--- config.mk ---
export PLATFORM = sky130hd
export DESIGN_NAME = ex_muldiv_unit
export DESIGN_NICKNAME = d
export VERILOG_FILES = /design/src/rtl/ex_muldiv_unit.sv
export SDC_FILE = /design/constraint.sdc
export NUM_CORES = 1
export LEC_CHECK = 0
export CORE_AREA = 8 8 156 304
export DETAILED_ROUTE_END_ITERATION = 6
export DIE_AREA = 0 0 164 312
export HOLD_SLACK_MARGIN = 0.06
export PLACE_DENSITY = 0.59
export SLEW_MARGIN = 10
export SYNTH_ARGS = -nofsm -noshare
export SYNTH_HDL_FRONTEND = slang
export SYNTH_SLANG_ARGS = --single-unit
--- constraint.sdc ---
create_clock -name clk -period 6.83 [get_ports clk]
set_input_delay 1.7075 -clock clk [delete_from_list [all_inputs] [get_ports clk]]
set_output_delay 1.7075 -clock clk [all_outputs]
set_load 0.01 [all_outputs]
--- src/rtl/ex_muldiv_unit.sv ---
// rtl/ex_muldiv_unit.sv - multi-cycle MULT/MULTU/DIV/DIVU unit owning HI/LO; optional MULDIV_FAST_MUL_EN
module ex_muldiv_unit #(
  parameter int DATA_W = 32,
  parameter int CNT_W  = $clog2(DATA_W)
) (
  input  logic              clk,
  input  logic              rst_n,
  input  logic              start,
  input  logic [2:0]        op,
  input  logic [DATA_W-1:0] srcA,
  input  logic [DATA_W-1:0] srcB,
  input  logic              flush,
  output logic              busy,
  output logic              done,
  output logic [DATA_W-1:0] hi,
  output logic [DATA_W-1:0] lo
);

  localparam logic [2:0] OP_MULT  = 3'd0;
  localparam logic [2:0] OP_MULTU = 3'd1;
  localparam logic [2:0] OP_DIV   = 3'd2;
  localparam logic [2:0] OP_DIVU  = 3'd3;
  localparam logic [2:0] OP_MTHI  = 3'd4;
  localparam logic [2:0] OP_MTLO  = 3'd5;

  typedef enum logic [1:0] {ST_IDLE, ST_CALC, ST_FIX} state_e;

  state_e              state_q, state_d;
  logic [CNT_W-1:0]    cnt_q, cnt_d;
  logic [2*DATA_W-1:0] acc_q, acc_d;     // mul: {partial, multiplier}; div: {remainder, dividend/quotient}
  logic [DATA_W-1:0]   oper_q, oper_d;   // multiplicand or divisor magnitude
  logic                is_div_q, is_div_d;
  logic                neg_q, neg_d;     // product/quotient must be negated
  logic                rem_neg_q, rem_neg_d;
  logic                div0_q, div0_d;
  logic                done_q, done_d;
  logic [DATA_W-1:0]   hi_q, hi_d;
  logic [DATA_W-1:0]   lo_q, lo_d;

  logic                op_signed, op_is_mul, op_is_div;
  logic [DATA_W-1:0]   abs_a, abs_b;
  logic [DATA_W-1:0]   addend;
  logic [DATA_W:0]     add_sum;
  logic [DATA_W:0]     rem_shift;
  logic [DATA_W+1:0]   rem_diff;
  logic                rem_fits;
  logic [2*DATA_W-1:0] prod_fix;
  logic [DATA_W-1:0]   quo_fix, rem_fix;

  assign op_signed = (op == OP_MULT) || (op == OP_DIV);
  assign op_is_mul = (op == OP_MULT) || (op == OP_MULTU);
  assign op_is_div = (op == OP_DIV)  || (op == OP_DIVU);
  assign abs_a     = (op_signed && srcA[DATA_W-1]) ? -srcA : srcA;
  assign abs_b     = (op_signed && srcB[DATA_W-1]) ? -srcB : srcB;

  // Shift-add step: add multiplicand to the upper half when the current multiplier bit is set.
  assign addend  = acc_q[0] ? oper_q : '0;
  assign add_sum = {1'b0, acc_q[2*DATA_W-1:DATA_W]} + {1'b0, addend};

  // Restoring step: shift the next dividend bit into the remainder and trial-subtract.
  assign rem_shift = {acc_q[2*DATA_W-1:DATA_W], acc_q[DATA_W-1]};
  assign rem_diff  = {1'b0, rem_shift} - {2'b00, oper_q};
  assign rem_fits  = ~rem_diff[DATA_W+1];

  // Magnitudes back to two's complement; divide-by-zero leaves the dividend as remainder.
  assign prod_fix = neg_q ? -acc_q : acc_q;
  assign quo_fix  = neg_q ? -acc_q[DATA_W-1:0] : acc_q[DATA_W-1:0];
  assign rem_fix  = rem_neg_q ? -acc_q[2*DATA_W-1:DATA_W] : acc_q[2*DATA_W-1:DATA_W];

  // Next-state and datapath update for IDLE/CALC/FIX.
  always_comb begin
    state_d   = state_q;
    cnt_d     = cnt_q;
    acc_d     = acc_q;
    oper_d    = oper_q;
    is_div_d  = is_div_q;
    neg_d     = neg_q;
    rem_neg_d = rem_neg_q;
    div0_d    = div0_q;
    hi_d      = hi_q;
    lo_d      = lo_q;
    done_d    = 1'b0;

    case (state_q)
      ST_IDLE: begin
        if (start && !flush) begin
          if (op == OP_MTHI) begin
            hi_d = srcA;
          end else if (op == OP_MTLO) begin
            lo_d = srcA;
          end else if (op_is_mul || op_is_div) begin
            is_div_d  = op_is_div;
            neg_d     = op_signed && (srcA[DATA_W-1] ^ srcB[DATA_W-1]);
            rem_neg_d = op_signed && srcA[DATA_W-1];
            div0_d    = op_is_div && (srcB == '0);
            cnt_d     = '0;
            state_d   = ST_CALC;
            if (op_is_div) begin
              acc_d  = {{DATA_W{1'b0}}, abs_a};
              oper_d = abs_b;
            end else begin
              acc_d  = {{DATA_W{1'b0}}, abs_b};
              oper_d = abs_a;
`ifdef MULDIV_FAST_MUL_EN
              acc_d   = {{DATA_W{1'b0}}, abs_a} * {{DATA_W{1'b0}}, abs_b};
              state_d = ST_FIX;
`endif
            end
          end
        end
      end

      ST_CALC: begin
        if (flush) begin
          state_d = ST_IDLE;
        end else begin
          if (is_div_q) begin
            acc_d = {(rem_fits ? rem_diff[DATA_W-1:0] : rem_shift[DATA_W-1:0]),
                     acc_q[DATA_W-2:0], rem_fits};
          end else begin
            acc_d = {add_sum, acc_q[DATA_W-1:1]};
          end
          if (cnt_q == CNT_W'(DATA_W - 1)) begin
            state_d = ST_FIX;
          end else begin
            cnt_d = cnt_q + 1'b1;
          end
        end
      end

      ST_FIX: begin
        state_d = ST_IDLE;
        if (!flush) begin
          done_d = 1'b1;
          if (is_div_q) begin
            lo_d = div0_q ? '1 : quo_fix;
            hi_d = rem_fix;
          end else begin
            {hi_d, lo_d} = prod_fix;
          end
        end
      end

      default: state_d = ST_IDLE;
    endcase
  end

  // State and architectural registers with asynchronous clear.
  always_ff @(posedge clk or negedge rst_n) begin
    if (!rst_n) begin
      state_q   <= ST_IDLE;
      cnt_q     <= '0;
      acc_q     <= '0;
      oper_q    <= '0;
      is_div_q  <= 1'b0;
      neg_q     <= 1'b0;
      rem_neg_q <= 1'b0;
      div0_q    <= 1'b0;
      done_q    <= 1'b0;
      hi_q      <= '0;
      lo_q      <= '0;
    end else begin
      state_q   <= state_d;
      cnt_q     <= cnt_d;
      acc_q     <= acc_d;
      oper_q    <= oper_d;
      is_div_q  <= is_div_d;
      neg_q     <= neg_d;
      rem_neg_q <= rem_neg_d;
      div0_q    <= div0_d;
      done_q    <= done_d;
      hi_q      <= hi_d;
      lo_q      <= lo_d;
    end
  end

  assign busy = (state_q != ST_IDLE);
  assign done = done_q;
  assign hi   = hi_q;
  assign lo   = lo_q;

endmodule

==> impl_metrics.py, run 1 <==
metrics = {
    "timing": {
        "finalHoldViolations": 0,
        "final.min_clock_period_ns": 4.92,
        "tightest_slew_ns": 1.18,
        "fin_worst_skew_ns": 0.0122,
        "setup_repair_after_global_routing_missed_its_margin": "no",
        "totalNegativeSetupSlack_ns": 0,
        "peak_freq_ghz": 0.203,
        "slew_viol_final": 0,
        "setup_viol": 0,
        "setup_ws_final_ns": 1.91,
        "relSlewSlack": 0.212,
        "post-route-period-util": 0.721,
    },
    "pwr": {
        "cellInternalPower_uw": 3360,
        "netSwitchingPower_uw": 3200,
        "switching_share": 0.488,
        "leakage_uw": 0.00743,
        "pwr-share-seq": 0.267,
        "comb_power_share": 0.566,
        "total_power_draw_uw": 6560,
        "peakVddDrop_uv": 202,
        "power.share.clock": 0.167,
        "power.density_cell_area_nw_per_um2": 375,
    },
    "clock_tree": {
        "insertion_delay_ns": 0.47,
        "htreeDepth": 4,
        "cts-resized-gates": 0,
        "numClockSinks": 172,
        "cts-root-to-sink-buffers": 2,
        "postCtsSetupBuffers": 0,
        "cts_hold_buf": 0,
        "worst_setup_hold_path_clk_slew_ns": 0.08,
        "tritoncts_clock_tree": "done",
        "cts_root_buf": "clkbuf_16",
        "cts_made_buffers": 17,
    },
    "floorplan": {
        "die_width_um": 164,
        "dieHeight_um": 312,
        "core_area_um2": 43400,
        "design.die.area_um2": 51200,
        "std_cell_rows": 108,
        "floorplan.initialDensity": 0.346,
        "design.portCount": 137,
    },
    "synth": {
        "postSynth.asyncResetShare": 1.00,
        "synth-edff-count": 0,
        "avgSynthCellArea_um2": 7.47,
        "synth_cells": 2007,
        "synth_nets": 2150,
        "netlist-cell-type-count": 75,
        "synth_sequential_area_ratio": 0.287,
        "ys_top_cells_by_count": "266 x nand2_1, 221 x o21ai_0, 208 x nor2_1",
        "yosysWarningCount": 0,
        "postSynth.topFlopCell": "dfrtp_1",
        "synthMostInstantiatedCell": "nand2_1",
        "post_synth_instance_area_um2": 15000,
        "yosysTopAreaCell": "dfrtp_1",
        "synth_top_area_frac": 0.287,
        "synth_area_leaders": "dfrtp_1 29%, o21ai_0 7.4%, xnor2_1 6.9%, nand2_1 6.7%, a21oi_1 6.3%",
        "total_of_flip_flops_plus_latches_after_synthesis": 172,
    },
    "place": {
        "total_of_buffers_placed_on_input_and_output_ports": 136,
        "hpwlAfterDp_um": 52300,
        "post-place-ws_ns": 1.52,
        "place.gp.congestion": 0.944,
        "dpl_cells": 2595,
    },
    "finish": {
        "area_growth_pct": 16.5,
        "antenna_cells": 0,
        "fin_util": 0.403,
        "final_nets": 2207,
        "multiInputGateArea_um2": 10000,
        "finish.cell_count_without_fillers": 2627,
        "fill_cells": 4491,
        "area_used_by_sequential_logic_in_the_layout_um2": 4310,
        "post_route_cells_drive_above_1_share": 0.0424,
    },
    "setup_path": {
        "cp_data_required_time_ns": 7.15,
        "worstReg2RegEnd": "acc_q[55]",
        "cp_data_arrival_time_ns": 5.24,
        "worstRegToRegCells": 15,
        "worstSetupPathType": "reg -> reg",
        "worstSetupEndpoint": "acc_q[55]",
        "rr_startpoint": "acc_q[0]",
        "setup.worst_path.start_class": "register",
        "timing.critical_path.fanout_max": 18,
        "ff2ff_setup_slack_ns": 1.91,
        "critPathCaptureType": "register",
        "startpoint": "acc_q[0]",
    },
    "drt": {
        "drt_first_pass_iters": 5,
        "postRouteWirelength_um": 65300,
        "drt-initial-drc-count": 1046,
        "avgRoutedWirePerCell_um": 24.9,
        "post-route-drc-count": 0,
        "vias": 15400,
        "drt_antenna_net_count": 0,
        "via_per_inst": 5.86,
    },
    "min_path": {
        "worst_hold_path_type": "reg -> reg",
    },
    "grt": {
        "largest_net_degree_at_the_start_of_global_routing": 103,
        "globalRoute.totalOverflow": 0,
        "number_of_global_route_vias_before_repair": 15800,
        "first_pass_grt_wire_length_um": 96800,
        "global_route.usage.total": 0.254,
        "grt_antenna_before_repair": 0,
    },
    "outcome": {
        "outcome": "finished clean",
    },
    "job": {
        "timing.max_cap.violations": 0,
    },
}
-- placed cells by master (no fill, tap or decap), types with 13 or more instances in the layout --
master	n
a21o_1	30
a21oi_1	189
a31oi_1	17
buf_4	26
clkbuf_16	17
clkdlybuf4s50_1	134
dfrtp_1	171
ha_1	70
inv_1	72
mux2i_1	61
nand2_1	266
nand3_1	30
nor2_1	208
nor3_1	39
nor4_1	14
o21ai_0	221
o21ai_1	31
o22ai_1	33
o31ai_1	22
or3_1	21
or4_1	13
xnor2_1	118
xor2_1	52
-- layer usage --
| metal | vias to the layer above | track usage | routed length (µm) |
|---|---|---|---|
| li1 | 7237 | - | - |
| met1 | 7450 | 0.244 | 22500 |
| met2 | 488 | 0.468 | 34600 |
| met3 | 219 | 0.0250 | 1900 |
| met4 | 0 | 0.221 | 6320 |
| met5 | - | 0 | 0 |
-- power by group through the flow --
stage               combinational [µW]  clock, µW  sequential, µW
detailed placement                3670          0            1770
CTS                               3690       1110            1750
global route                      4050       1140            1780
floorplan                         2490          0            1560
finish                            3710       1100            1750
global placement                  3660          0            1760
-- area by class of cell --
type,count,area share
Clock inverter,14,0.0113
Tap cell,550,0.0394
Sequential cell,172,0.246
Multi-Input combinational cell,1637,0.572
Clock buffer,18,0.0251
Timing Repair Buffer,163,0.0900
Inverter,73,0.0157
-- logic make-up (layout without fill, tap and decap cells) --
logic type | Yosys count | count (layout) | share of synthesized area
buf+inv | 198 | 268 | 0.0498
flops | 172 | 172 | 0.287
fa+ha+maj | 72 | 72 | 0.0611
simple gates | 675 | 675 | 0.204
compound gates | 657 | 657 | 0.257
mux | 63 | 63 | 0.0422
xor+xnor | 170 | 170 | 0.0992
-- critical path, cell delays in order, from the launching register on --
cell and delay [ns]:
dfrtp_1 0.52, inv_1 0.60, buf_4 0.38, nor2_1 0.09
ha_1 0.32, nor2b_1 0.15, o21a_1 0.18, o21ai_0 0.39
a21oi_1 0.22, nor3_1 0.26, o21ai_0 0.17, o21ai_0 0.53
o221ai_1 0.28, mux2i_1 0.16, nor2_1 0.33, o221ai_1 0.19
-- flip-flops by register name (all words and copies together) (netlist names) --
| register | flops |
|---|---|
| rem_neg_q | 1 |
| cnt_q | 5 |
| done | 1 |
| is_div_q | 1 |
| neg_q | 1 |
| state_q | 2 |
| hi | 32 |
| div0_q | 1 |
| lo | 32 |
| oper_q | 32 |
| acc_q | 64 |
-- worst min path at each step --
stage | start | to | slack [ns] | depth (start not counted)
after floorplan | div0_q | div0_q | 0.44 | 2
after global placement | oper_q[12] | oper_q[12] | 0.47 | 2
after detailed placement | lo[27] | lo[27] | 0.47 | 2
after CTS | lo[27] | lo[27] | 0.49 | 2
after global routing | oper_q[10] | oper_q[10] | 0.51 | 2
final | lo[31] | lo[31] | 0.49 | 2
-- metrics by stage --
step / cell area, µm² / hold WS [ns]
2_1_floorplan: 15000 / 0.444
3_3_place_gp: 16800 / 0.468
3_5_place_dp: 16800 / 0.471
4_1_cts: 17500 / 0.488
5_1_grt: 17500 / 0.511
6_report: 17500 / 0.487
(Power assumes the default switching activity.)
==> run 2, diff against run 1 <==
--- a/config.mk
+++ b/config.mk
@@ -9,7 +9,7 @@
 export DETAILED_ROUTE_END_ITERATION = 6
 export DIE_AREA = 0 0 164 312
 export HOLD_SLACK_MARGIN = 0.06
-export PLACE_DENSITY = 0.59
+export PLACE_DENSITY = 0.6
 export SLEW_MARGIN = 10
 export SYNTH_ARGS = -nofsm -noshare
 export SYNTH_HDL_FRONTEND = slang
==> constraint.sdc (replaced) <==
create_clock -name clk -period 4.13 [get_ports clk]
set_input_delay 1.0325 -clock clk [delete_from_list [all_inputs] [get_ports clk]]
set_output_delay 1.0325 -clock clk [all_outputs]
set_load 0.01 [all_outputs]
==> run 2 against run 1 <==
  * Utilization is 2.0 points higher
  * Highest routed layer unchanged
  * Sequential power up 54%
  * Flip-flop and latch count is the same
==> impl_metrics.py, run 2 (synthesis results as in run 1) <==
metrics = {
    "outcome": {
        "outcome": "finished clean",
    },
    "timing": {
        "tightest_slew_ns": 0.852,
        "final.min_clock_period_ns": 3.91,
        "peak_freq_ghz": 0.256,
        "fin_worst_skew_ns": 0.0157,
        "setup_viol": 0,
        "relSlewSlack": 0.428,
        "post-route-period-util": 0.946,
        "setup_repair_after_global_routing_missed_its_margin": "no",
        "slew_viol_final": 0,
        "totalNegativeSetupSlack_ns": 0,
        "finalHoldViolations": 0,
    },
    "pwr": {
        "total_power_draw_uw": 11100,
        "power.density_cell_area_nw_per_um2": 605,
        "leakage_uw": 0.00796,
        "peakVddDrop_uv": 488,
    },
    "finish": {
        "area_growth_pct": 22.2,
        "largest_register": "acc_q",
        "layout_common_cells": "266 x nand2_1, 221 x o21ai_0, 208 x nor2_1",
        "final_nets": 2318,
        "largest_reg_flops": 64,
        "post_route_cells_drive_above_1_share": 0.0905,
        "commonest_non_fill_non_tap_cell_in_the_layout": "nand2_1",
        "antenna_cells": 0,
    },
    "clock_tree": {
        "numClockSinks": 172,
        "postCtsSetupBuffers": 0,
        "cts_root_buf": "clkbuf_16",
        "insertion_delay_ns": 0.47,
        "worst_setup_hold_path_clk_slew_ns": 0.07,
        "cts-resized-gates": 0,
        "htreeDepth": 4,
        "cts-root-to-sink-buffers": 2,
        "tritoncts_clock_tree": "done",
        "cts_hold_buf": 0,
        "cts_made_buffers": 17,
    },
    "grt": {
        "largest_net_degree_at_the_start_of_global_routing": 101,
        "number_of_global_route_vias_before_repair": 16500,
        "grt_antenna_before_repair": 0,
        "global_route.usage.total": 0.270,
        "first_pass_grt_wire_length_um": 103000,
        "globalRoute.totalOverflow": 0,
    },
    "setup_path": {
        "cp_data_required_time_ns": 4.47,
        "timing.critical_path.fanout_max": 5,
        "worstRegToRegCells": 11,
        "worstSetupPathType": "reg -> reg",
        "setup.worst_path.start_class": "register",
        "cp_data_arrival_time_ns": 4.25,
        "startpoint": "acc_q[0]",
        "rr_startpoint": "acc_q[0]",
        "critPathCaptureType": "register",
    },
    "floorplan": {
        "dieHeight_um": 312,
        "core_area_um2": 43400,
        "floorplan.initialDensity": 0.346,
        "die_width_um": 164,
        "design.die.area_um2": 51200,
        "design.portCount": 137,
        "std_cell_rows": 108,
    },
    "job": {
        "timing.max_cap.violations": 0,
    },
    "drt": {
        "drt_first_pass_iters": 5,
        "vias": 16000,
        "avgRoutedWirePerCell_um": 25.4,
        "via_per_inst": 5.86,
        "post-route-drc-count": 0,
        "postRouteWirelength_um": 69500,
        "drt-initial-drc-count": 1176,
        "drt_antenna_net_count": 0,
    },
    "min_path": {
        "worstHoldStart": "lo[28]",
        "worst_hold_path_type": "reg -> reg",
        "min_delay_path_depth": 2,
    },
    "place": {
        "hpwlAfterDp_um": 55200,
        "place.gp.congestion": 1.02,
        "total_of_buffers_placed_on_input_and_output_ports": 136,
    },
}
[run 2: through the flow]
| step | util | cells | setup slack [ns] | hold slack, ns | cell area, µm² |
|---|---|---|---|---|---|
| 3_5_place_dp | 0.409 | 2706 | -0.0106 | 0.473 | 17700 |
| 5_1_grt | 0.423 | 2738 | 0.0994 | 0.503 | 18300 |
| 3_3_place_gp | 0.409 | 2706 | -0.0426 | 0.458 | 17700 |
| 2_1_floorplan | - | 2007 | 0.541 | 0.444 | 15000 |
| 4_1_cts | 0.423 | 2738 | 0.261 | 0.489 | 18300 |
| 6_report | 0.423 | 2738 | 0.222 | 0.484 | 18300 |
[run 2: path summary, 6_finish.rpt]
kind	to	slack, ns
worst max register to register	hi[14]	0.22
max in group asynchronous	hi[15]	2.65
worst min-delay path	lo[28]	0.48
worst min register to register	lo[28]	0.48
min in group asynchronous	acc_q[39]	0.61
worst max-delay path	hi[14]	0.22
[run 2: per-layer routing]
layer,part of all wire,wire [µm],track usage,vias to the layer above
li1,-,-,-,7457
met1,0.33,22800,0.251,7695
met2,0.54,37200,0.504,620
met3,0.043,2960,0.0353,267
met4,0.094,6510,0.232,0
met5,0,0,0,-
[run 2: final cells by class]
class | count | area (µm²)
fill | 4477 | 25000
multi-input combinational | 1637 | 10000
sequential | 172 | 4310
timing repair buffer | 274 | 2460
tap | 550 | 688
clock buffer | 21 | 470
inverter | 73 | 274
clock inverter | 11 | 134
[run 2: critical path, cell delays in order (launching register included)]
cell     delay (ns)
dfrtp_1        0.45
inv_1          0.17
ha_1           0.18
or3b_1         0.46
or3_4          0.45
nor4b_4        0.31
nand2_2        0.15
or4_4          0.55
a32oi_2        0.31
a31oi_1        0.15
xor2_1         0.23
a221o_1        0.36
[run 2: power by group]
group	internal (µW)	leakage (µW)	switching, µW
Combinational	2690	0.00547	3980
Sequential	2120	0.00221	576
Clock	946	0.000283	782
